### src/rtl/gps_mon_pkg.sv
// rtl/gps_mon_pkg.sv - shared state encoding, fault codes and defaults for the GPS clock-enable monitor
package gps_mon_pkg;

    typedef enum logic [1:0] {
        ST_IDLE  = 2'b00,
        ST_ACQ   = 2'b01,
        ST_TRACK = 2'b10,
        ST_FAULT = 2'b11
    } mon_state_t;

    localparam logic [1:0] FC_NONE      = 2'b00;
    localparam logic [1:0] FC_EARLY     = 2'b01;
    localparam logic [1:0] FC_LATE      = 2'b10;
    localparam logic [1:0] FC_LOCK_LOST = 2'b11;

    localparam int DEF_DIV       = 10;
    localparam int DEF_EPOCH_LEN = 1023;

endpackage

### src/rtl/gps_period_counter.sv
// rtl/gps_period_counter.sv - saturating strobe-period counter with DIV-1 compare
module gps_period_counter #(
    parameter int DIV   = 10,
    parameter int CNT_W = 8
) (
    input  logic             gps_clk_fast,
    input  logic             gps_rst_n,
    input  logic             clr,
    input  logic             run,
    input  logic             strobe,
    output logic [CNT_W-1:0] count,
    output logic             at_limit,
    output logic             below_limit
);

    localparam logic [CNT_W-1:0] LIMIT   = CNT_W'(DIV - 1);
    localparam logic [CNT_W-1:0] CNT_MAX = '1;

    // Holds at all-ones rather than wrapping so a missing strobe can never alias to a good period.
    always_ff @(posedge gps_clk_fast or negedge gps_rst_n) begin
        if (!gps_rst_n) begin
            count <= '0;
        end else if (clr || (run && strobe)) begin
            count <= '0;
        end else if (run && (count != CNT_MAX)) begin
            count <= count + 1'b1;
        end
    end

    assign at_limit    = (count == LIMIT);
    assign below_limit = (count < LIMIT);

endmodule

### src/rtl/gps_clken_monitor.sv
// rtl/gps_clken_monitor.sv - verifies slow_ce cadence against gps_clk_fast and tracks the C/A chip index
module gps_clken_monitor
    import gps_mon_pkg::*;
#(
    parameter int DIV       = DEF_DIV,
    parameter int CNT_W     = 8,
    parameter int LOCK_GOOD = 4,
    parameter int EPOCH_LEN = DEF_EPOCH_LEN
) (
    input  logic             gps_clk_fast,
    input  logic             gps_rst_n,
    input  logic             locked,
    input  logic             slow_ce,
    input  logic             clear,
    output logic             ce_ok,
    output logic             fault,
    output logic [1:0]       fault_code,
    output logic [CNT_W-1:0] period_last,
    output logic [9:0]       chip_idx,
    output logic             epoch
);

    localparam int              GW        = $clog2(LOCK_GOOD + 1);
    localparam logic [GW-1:0]   GOOD_MAX  = GW'(LOCK_GOOD);
    localparam logic [9:0]      CHIP_LAST = 10'(EPOCH_LEN - 1);

    mon_state_t       state, state_n;
    logic [GW-1:0]    good_cnt, good_n;
    logic             fault_n;
    logic [1:0]       code_n;
    logic [CNT_W-1:0] plast_n;
    logic [9:0]       chip_n;
    logic             epoch_n;
    logic             ce_ok_n;

    logic [CNT_W-1:0] count;
    logic             at_limit;
    logic             below_limit;

    gps_period_counter #(
        .DIV   (DIV),
        .CNT_W (CNT_W)
    ) u_period (
        .gps_clk_fast (gps_clk_fast),
        .gps_rst_n    (gps_rst_n),
        .clr          (state != ST_TRACK),
        .run          (state == ST_TRACK),
        .strobe       (slow_ce),
        .count        (count),
        .at_limit     (at_limit),
        .below_limit  (below_limit)
    );

    always_ff @(posedge gps_clk_fast or negedge gps_rst_n) begin
        if (!gps_rst_n) begin
            state       <= ST_IDLE;
            good_cnt    <= '0;
            fault       <= 1'b0;
            fault_code  <= FC_NONE;
            period_last <= '0;
            chip_idx    <= '0;
            epoch       <= 1'b0;
            ce_ok       <= 1'b0;
        end else begin
            state       <= state_n;
            good_cnt    <= good_n;
            fault       <= fault_n;
            fault_code  <= code_n;
            period_last <= plast_n;
            chip_idx    <= chip_n;
            epoch       <= epoch_n;
            ce_ok       <= ce_ok_n;
        end
    end

    always_comb begin
        state_n = state;
        good_n  = good_cnt;
        fault_n = fault;
        code_n  = fault_code;
        plast_n = period_last;
        chip_n  = chip_idx;
        epoch_n = 1'b0;

        case (state)
            ST_IDLE: begin
                if (locked) begin
                    state_n = ST_ACQ;
                end
            end
            ST_ACQ: begin
                if (!locked) begin
                    state_n = ST_FAULT;
                    fault_n = 1'b1;
                    code_n  = FC_LOCK_LOST;
                end else if (slow_ce) begin
                    state_n = ST_TRACK;
                    good_n  = '0;
                end
            end
            ST_TRACK: begin
                // Lock loss outranks any strobe verdict in the same cycle.
                if (!locked) begin
                    state_n = ST_FAULT;
                    fault_n = 1'b1;
                    code_n  = FC_LOCK_LOST;
                end else if (slow_ce && at_limit) begin
                    plast_n = count + 1'b1;
                    if (good_cnt != GOOD_MAX) begin
                        good_n = good_cnt + 1'b1;
                    end
                    if (chip_idx == CHIP_LAST) begin
                        chip_n  = '0;
                        epoch_n = 1'b1;
                    end else begin
                        chip_n = chip_idx + 1'b1;
                    end
                end else if (slow_ce && below_limit) begin
                    plast_n = count + 1'b1;
                    state_n = ST_FAULT;
                    fault_n = 1'b1;
                    code_n  = FC_EARLY;
                end else if (at_limit) begin
                    state_n = ST_FAULT;
                    fault_n = 1'b1;
                    code_n  = FC_LATE;
                end
            end
            ST_FAULT: begin
                if (clear) begin
                    state_n = ST_IDLE;
                    fault_n = 1'b0;
                    code_n  = FC_NONE;
                end
            end
            default: begin
                state_n = ST_IDLE;
            end
        endcase

        if (state_n != ST_TRACK) begin
            chip_n  = '0;
            epoch_n = 1'b0;
            good_n  = '0;
        end
        ce_ok_n = (state_n == ST_TRACK) && (good_n == GOOD_MAX);
    end

endmodule

### config.mk
export PLATFORM = sky130hd
export DESIGN_NAME = gps_clken_monitor
export DESIGN_NICKNAME = d
export VERILOG_FILES = /design/src/rtl/gps_mon_pkg.sv /design/src/rtl/gps_period_counter.sv /design/src/rtl/gps_clken_monitor.sv
export SDC_FILE = /design/constraint.sdc
export NUM_CORES = 1
export LEC_CHECK = 0
export BUFFER_PORTS_ARGS = -buffer_cell sky130_fd_sc_hd__buf_2
export CAP_MARGIN = 0
export CORE_MARGIN = 2
export CORE_UTILIZATION = 58
export CTS_CLUSTER_DIAMETER = 60
export DETAILED_ROUTE_END_ITERATION = 6
export GPL_ROUTABILITY_DRIVEN = 0
export PLACE_DENSITY = 0.8
export SLEW_MARGIN = 20
export SYNTH_ARGS = -nofsm -noshare
export SYNTH_HDL_FRONTEND = slang
export SYNTH_HIERARCHICAL = 1
export SYNTH_SLANG_ARGS = --single-unit
### constraint.sdc
create_clock -name gps_clk_fast -period 2.8 [get_ports gps_clk_fast]
set_input_delay 0 -clock gps_clk_fast [delete_from_list [all_inputs] [get_ports gps_clk_fast]]
set_output_delay 0 -clock gps_clk_fast [all_outputs]
set_load 0.1 [all_outputs]
* Yosys cells after proc, flatten, opt, wreduce, memory -nomap -nowiden
Cells that the tools add are included.
** Word-level totals
- ROM bits :: 0
- Memories :: 0
- Memory bits (writable) :: 0
- Register bits :: 36
- Latch bits :: 0
- Logic and storage cells :: 88
- Output and inout bits :: 23
- Input port bits :: 5
** Operators by class
- $mul :: 0
- Magnitude comparators :: 1
- Add/subtract/negate cells :: 3
- Shifts and indexed selects :: 0
- Mux-type cells :: 44
- Reduce and logical (&&, ||, !) cells :: 16
- Eq/ne operators :: 15
- Bitwise operators :: 0
- Div/mod/pow operators :: 0
** Operators with widths (count)
- $mux 10 :: 5
- $mux 8 :: 4
- $mux 2 :: 14
- $mux 3 :: 6
- $mux 1 :: 11
- $add 10x1->10 const B :: 1
- $eq 10x10->1 const B :: 1
- $reduce_bool 2->1 :: 5
- $add 8x1->8 const B :: 1
- $eq 8x4->1 const B :: 1
- $lt 8x4->1 const B :: 1
- $ne 2x2->1 const B :: 4
- $ne 8x8->1 const B :: 1
- $pmux 2 s4 :: 1
- $eq 2x2->1 const B :: 3
- $ne 3x3->1 const B :: 2
- $pmux 2 s3 :: 1
- $pmux 3 s2 :: 1
- $reduce_and 3->1 :: 2
- $logic_and 1x1->1 :: 5
- $reduce_and 5->1 :: 1
- $ne 4x4->1 const B :: 1
- $add 3x1->3 const B :: 1
- $eq 3x3->1 const B :: 1
- 5 further kinds :: 5

* Logic depth before layout (Yosys ltp)
Gate-level depths: netlist of the first run.
- Depth after elaboration :: 10
- Depth in mapped cells :: 11
- Depth with buffers taken out :: 9

* Hierarchy
The synthesis of the first run kept the hierarchy.
** Modules (own cells, without submodules)
- gps_clken_monitor :: cells an instance 187, instances 1, area each 1661.6 sq um, seq. area each 700.7 sq um
- gps_period_counter :: cells an instance 61, instances 1, area each 580.6 sq um, seq. area each 200.2 sq um

* Worst setup path before layout of the first run
OpenSTA, ideal clock, no wires.
- Path kind :: register to register
- Start point :: register u_period.count[6]
- End point :: register chip_idx[9]
- Library setup time :: 0.077 ns
- Cell stages (with the launch flop) :: 8
- Arrival time :: 2.232 ns
- Data required time :: 2.723 ns
- Path slack :: 0.490 ns
- Clock period less this slack :: 2.310 ns
- Path buffers :: 1
- Cell sequence :: dfrtp_1 > or4_1 > nor3_1 > buf_4 > nand4_1 > or3_1 > or3_1 > a21oi_1
** On the way
- Cells in the longest elaborated chain, start to end :: 9
- Elaborated cells between the ends (all ways) :: 15
- Those cells by class :: order compare (1); eq/ne (2); mux (6); reduce/logical (6)
** RTL lines
- from (decl) :: RTL line gps_period_counter.sv:11 : output logic [CNT_W-1:0] count,
- from (signal assigned) :: RTL line gps_period_counter.sv:26 : count <= count + 1'b1;
- $eq 8x4->1 (*) :: RTL line gps_period_counter.sv:30 : assign at_limit = (count == LIMIT);
- net at_limit :: RTL line gps_clken_monitor.sv:37 : logic at_limit;
- $mux 2 :: RTL line gps_clken_monitor.sv:123 : end else if (at_limit) begin
- $mux 2 :: RTL line gps_clken_monitor.sv:118 : end else if (slow_ce && below_limit) begin
- $mux 2 :: RTL line gps_clken_monitor.sv:107 : end else if (slow_ce && at_limit) begin
- $mux 2 :: RTL line gps_clken_monitor.sv:103 : if (!locked) begin
- $pmux 2 s4 :: RTL line gps_clken_monitor.sv:85 : case (state)
- $ne 2x2->1 :: RTL line gps_clken_monitor.sv:141 : if (state_n != ST_TRACK) begin
- $reduce_bool 2->1 (no source line)
- $reduce_and 3->1 (no source line)
- to (signal assigned) :: RTL line gps_clken_monitor.sv:70 : chip_idx <= chip_n;
- to (decl) :: RTL line gps_clken_monitor.sv:19 : output logic [9:0] chip_idx,
Mark *: on every way through the listed nets, which the timed path passes. The rest lies on a longest branch.
A chain may end at the register's enable or synchronous reset.

* Worst setup path after layout of the first run
- Start point :: register u_period.count[6]
- End point :: register chip_idx[7]
The elaborated chain is that of the path after synthesis.

==> metrics.cfg, run 1 <==
[run_status]
status = complete, no violations

[yosys]
synth_nets = 265
ys_top_cells_by_count = dfrtp_1 (36), nand2_1 (26), a21oi_1 (19), nor3_1 (14)
syn_area_um2 = 2242
synth_cells = 248
synth-async-reset-ratio_pct = 100.0
synth.distinct_cells = 49
ys_ff_latch = 36
synth-main-ff-cell = dfrtp_1
synth_top_area_share_pct = 40.18
syn_area_per_cell_um2 = 9.041
synth_top_area_cell = dfrtp_1
yosysMostFrequentCell = dfrtp_1
seq_area_frac_synth_pct = 40.18
yosys_warnings = 6
synth_edf_count = 0
synth.area.top_cells = dfrtp_1 (40%), ha_1 (6.7%), nand2_1 (4.4%)

[floorplanning]
rows = 22
die-height_um = 66.18
coreArea_um2 = 3689
die-area_um2 = 4379
ioPinCount = 28
initial_core_util_pct = 60.79
die_width_um = 66.18

[sta]
setup_viol = 0
slew_violations = 0
slew_headroom_pct = 46.46
setup-tns-final_ns = 0
rsz0062_at_grt = false
clock_skew_ns = 0.006219
max_freq_mhz = 392.6
hold_viol = 0
period_minus_slack_ns = 2.547
tightestPinTransition_ns = 0.8031
fin_crit_sh_pct = 90.98

[route]
post_drt_wl_per_cell_um = 14.28
first_pass_iters = 4
post_drt_via_cell_ratio = 6.104
drt_iter0_markers = 175
wirelength_um = 4656
drc = 0
ant_nets = 0
vias = 1990

[power]
p_sw_uw = 589.2
swShare_pct = 39.72
powerDensity_nw_per_um2 = 592.5
clkPwrFrac_pct = 25.6
p_seq_share_pct = 39.1
total_leakage_power_uw = 0.001090
p_comb_share_pct = 35.3
intPower_uw = 894.2
vdd_drop_max_v = 0.0003008

[final_layout]
multi_input_area_um2 = 1206
antennaDiodeCount = 0
final_cell_count_no_fill = 326
syn_to_final_growth_pct = 11.66
seq_area_um2 = 900.9
drive_gt1_share_pct = 17.99
fill_cells = 326
nets = 294

[critical_path]
critPathMaxFanout = 15
worstPathArrival_ns = 2.73
critPathKind = flip-flop to flip-flop
crit_required_ns = 2.99
setup.worst_path.start_class = flip-flop
end_kind = flip-flop

[run]
drv_cap = 0

[clock_network]
root_buffer = clkbuf_8
clk_path_buf_depth = 2
path_clk_slew_ns = 0.07
clkSinkCount = 36
cts_tree = yes
numCtsBuffers = 5
htree_levels = 2
clk_latency_ns = 0.28
cts_setup_buffers = 0
post_cts_resized = 0

[place]
io_buffers = 27
hpwlAfterDp_um = 3202
dp.cells = 317

[grt]
grt_pass1_vias = 1813
grt_max_degree = 37
grt_usage_pct = 23.87
grt_pass1_wl_um = 8211
antenna_found_initial = 0
grt_overflow = 0

[min_path]
holdCritPathClass = primary input to flip-flop

path summary, 6_finish.rpt:
kind,from,to,slack (ns),depth (start not counted)
max,u_period/count[6],chip_idx[7],0.25,8
min,clear,state[0],0.19,5
max reg2reg,u_period/count[6],chip_idx[7],0.25,8
min reg2reg,period_last[0],period_last[0],0.48,2
max in group asynchronous,gps_rst_n,u_period/count[7],1.95,2
min in group asynchronous,gps_rst_n,state[0],0.34,2
registers in the layout (all words and copies together), names as in the netlist:
signal          count
chip_idx           10
period_last         8
u_period/count      8
good_cnt            3
fault_code          2
state               2
ce_ok               1
epoch               1
fault               1
what timing repair did:
item / 4_1_cts / 5_1_grt
hold buffers: 1 / 0
hold endpoints to repair: 36 / 0
setup endpoints to repair: 0 / 0
critical path, cell delays in order (launching register included):
cell and delay (ns):
dfrtp_1 0.38, or4_1 0.54, nor3_1 0.18, buf_4 0.18
nand2b_1 0.16, o22ai_1 0.08, o211ai_1 0.24, nand4_2 0.37
a31oi_1 0.33
placed cells by master (no fill, tap or decap), types with 2 or more instances in the layout:
cell type / netlist / final
mux2i_1: 3 / 3
nor2b_1: 6 / 6
clkbuf_1: 2 / 2
ha_1: 12 / 12
nor3_1: 14 / 14
clkbuf_8: 0 / 6
o21ai_0: 7 / 7
a31oi_1: 8 / 8
o2111ai_1: 2 / 2
dfrtp_1: 36 / 36
mux2_2: 3 / 3
a41oi_1: 3 / 3
nand4_1: 6 / 6
o22ai_1: 2 / 2
or3_1: 4 / 4
a211oi_1: 3 / 3
a21oi_1: 19 / 19
nand2_1: 26 / 26
nor2_1: 11 / 11
buf_2: 6 / 27
buf_4: 2 / 7
inv_1: 13 / 13
and4_1: 2 / 2
nand2b_1: 2 / 2
mux2_1: 2 / 2
xnor2_1: 5 / 5
o21ai_1: 7 / 7
nand3b_1: 2 / 2
and3_1: 5 / 5
nand3_1: 13 / 13
cell families (layout without fill, tap and decap cells):
logic type,after synthesis,in the layout,synth area share (%)
multiplexers,8,8,3.850
flip-flops,36,36,40.18
buffers and inverters,26,56,6.027
XOR/XNOR,6,6,2.344
adder cells (fa/ha/maj),12,12,6.696
AO/OA/AOI/OAI,63,63,18.42
AND/OR/NAND/NOR,97,97,22.49
cell type report:
type	count	area share (%)
multi-input combinational	186	48.18
sequential	36	35.98
inverter	13	1.949
timing repair buffer	35	7.896
clock buffer	8	3.598
tap	48	2.399
metrics by stage:
stage	worst slack [ns]	total power, uW	hold WS, ns	instance area [um^2]	util, %
finish	0.2526	1483	0.1918	2504	67.88
global route	0.05462	1568	0.2308	2504	67.88
CTS	0.2742	1492	0.1799	2504	67.88
detailed placement	0.2582	1111	0.1333	2404	65.16
global placement	0.3838	1102	0.1189	2404	65.16
floorplan	0.4902	1011	-0.2956	2242	-
layer usage:
metal  vias to the layer above  GRT usage [%]  routed length, um
met4                         0          7.653                 58
met2                        58          38.63               2270
met3                         6          4.600                241
met1                       957          32.17               2086
li1                        969              -                  -
met5                         -              0                  0
power by group through the flow:
stage	Clock (uW)	Sequential, uW	Combinational [uW]
floorplan	0	731	281
global placement	0	590	512
detailed placement	0	591	520
CTS	387	580	524
global route	408	586	574
finish	379	580	524
Note: power is estimated with default switching activity, not from simulation.
==> run 2, diff against run 1 <==
Settings changed: BUFFER_PORTS_ARGS -buffer_cell sky130_fd_sc_hd__buf_2 to -buffer_cell sky130_fd_sc_hd__buf_4.
==> metrics.cfg, run 2 (synthesized netlist as in run 1, its figures left out) <==
[power]
vdd_drop_max_v = 0.0003610
powerDensity_nw_per_um2 = 588.2
total_power_uw = 1522
total_leakage_power_uw = 0.001099

[clock_network]
cts_tree = yes
cts_setup_buffers = 0
htree_levels = 2
clk_path_buf_depth = 2
path_clk_slew_ns = 0.07
clk_latency_ns = 0.28
clkSinkCount = 36
numCtsBuffers = 5
root_buffer = clkbuf_8

[sta]
max_freq_mhz = 401.9
hold_viol = 0
rsz0062_at_grt = false
fin_crit_sh_pct = 88.86
period_minus_slack_ns = 2.488
setup-tns-final_ns = 0
tightestPinTransition_ns = 0.4824
clock_skew_ns = 0.002201
slew_headroom_pct = 67.59
slew_violations = 0
setup_viol = 0

[min_path]
holdCritPathClass = primary input to async pin

[run]
drv_cap = 0

[place]
hpwlAfterDp_um = 3343
io_buffers = 27

[final_layout]
fill_cells = 298
largest_reg_flops = 10
drive_gt1_share_pct = 19.06
syn_to_final_growth_pct = 15.40
antennaDiodeCount = 0
nets = 294
reg_top3 = chip_idx x10, period_last x8, u_period/count x8
final_cell_mix = dfrtp_1 (36), buf_4 (34), nand2_1 (26)
largest_register = chip_idx
final_common_cell = dfrtp_1

[run_status]
status = complete, no violations

[floorplanning]
die-height_um = 66.18
rows = 22
ioPinCount = 28
coreArea_um2 = 3689
die-area_um2 = 4379
die_width_um = 66.18
initial_core_util_pct = 60.79

[route]
post_drt_wl_per_cell_um = 14.75
drt_iter0_markers = 190
wirelength_um = 4808
drc = 0
vias = 1960
ant_nets = 0
first_pass_iters = 4
post_drt_via_cell_ratio = 6.012

[grt]
grt_usage_pct = 24.71
grt_overflow = 0
grt_pass1_wl_um = 8418
antenna_found_initial = 0
grt_pass1_vias = 1909
grt_max_degree = 37

[critical_path]
r2r_end = chip_idx[2]
worstPathArrival_ns = 2.69
r2r_cells = 8
crit_path_start = u_period/count[6]
critPathMaxFanout = 15
crit_required_ns = 3.00
end_kind = flip-flop
critPathKind = flip-flop to flip-flop
timing.rr.start = u_period/count[6]
rrSetupSlack_ns = 0.31
setup.worst_path.start_class = flip-flop

## run 2: cell count changes in the layout (fill, tap and decap cells not counted), sizes merged
cell / before / now
clkbuf: 8 / 6
clkinv: 0 / 2
## run 2: how the worst max path moves through the flow
| stage | slack, ns | end |
|---|---|---|
| floorplan | 0.49 | chip_idx[9] |
| global placement | 0.36 | chip_idx[6] |
| detailed placement | 0.20 | chip_idx[6] |
| CTS | 0.20 | epoch |
| global route | 0.04 | chip_idx[6] |
| finish | 0.31 | chip_idx[2] |
## run 2: area by class of cell
class,instances,area (um^2),area share (%)
sequential,36,900.9,34.82
inverter,13,48.80,1.886
multi-input combinational,186,1220,47.15
clock inverter,2,10.01,0.3868
timing repair buffer,35,265.3,10.25
clock buffer,6,82.58,3.191
tap,48,60.06,2.321
## run 2: through the flow
step | instances | cell area [um^2] | utilization, % | setup WS [ns] | hold WS (ns)
after floorplan | 248 | 2242 | - | 0.4902 | -0.2956
after global placement | 317 | 2471 | 66.99 | 0.3643 | -0.02283
after detailed placement | 317 | 2471 | 66.99 | 0.2039 | -0.02007
after CTS | 326 | 2574 | 69.78 | 0.2003 | 0.1791
after global routing | 326 | 2587 | 70.15 | 0.04473 | 0.2347
final | 326 | 2587 | 70.15 | 0.3119 | 0.2067
## run 2: power by group
group / switching (uW) / internal (uW)
Clock: 187 / 196
Sequential: 29.8 / 553
Combinational: 399 / 157
## run 2: timing repair
item	CTS	global route
resized for setup	0	2
setup endpoints to repair	0	8
hold buffers	1	0
hold endpoints to repair	36	0
## run 2: worst max-delay path: stages, from the launching register on
cell      delay (ns)
dfrtp_1         0.38
or4_1           0.55
nor3_1          0.19
buf_4           0.18
nand2b_1        0.18
o22ai_1         0.08
o211ai_1        0.32
nand4_4         0.28
nor3_1          0.25
## run 2: routing by layer
layer / track usage (%) / wire length [um]
met3: 4.259 / 173
met2: 42.00 / 2356
met4: 7.653 / 27
met1: 31.98 / 2251
met5: 0 / 0
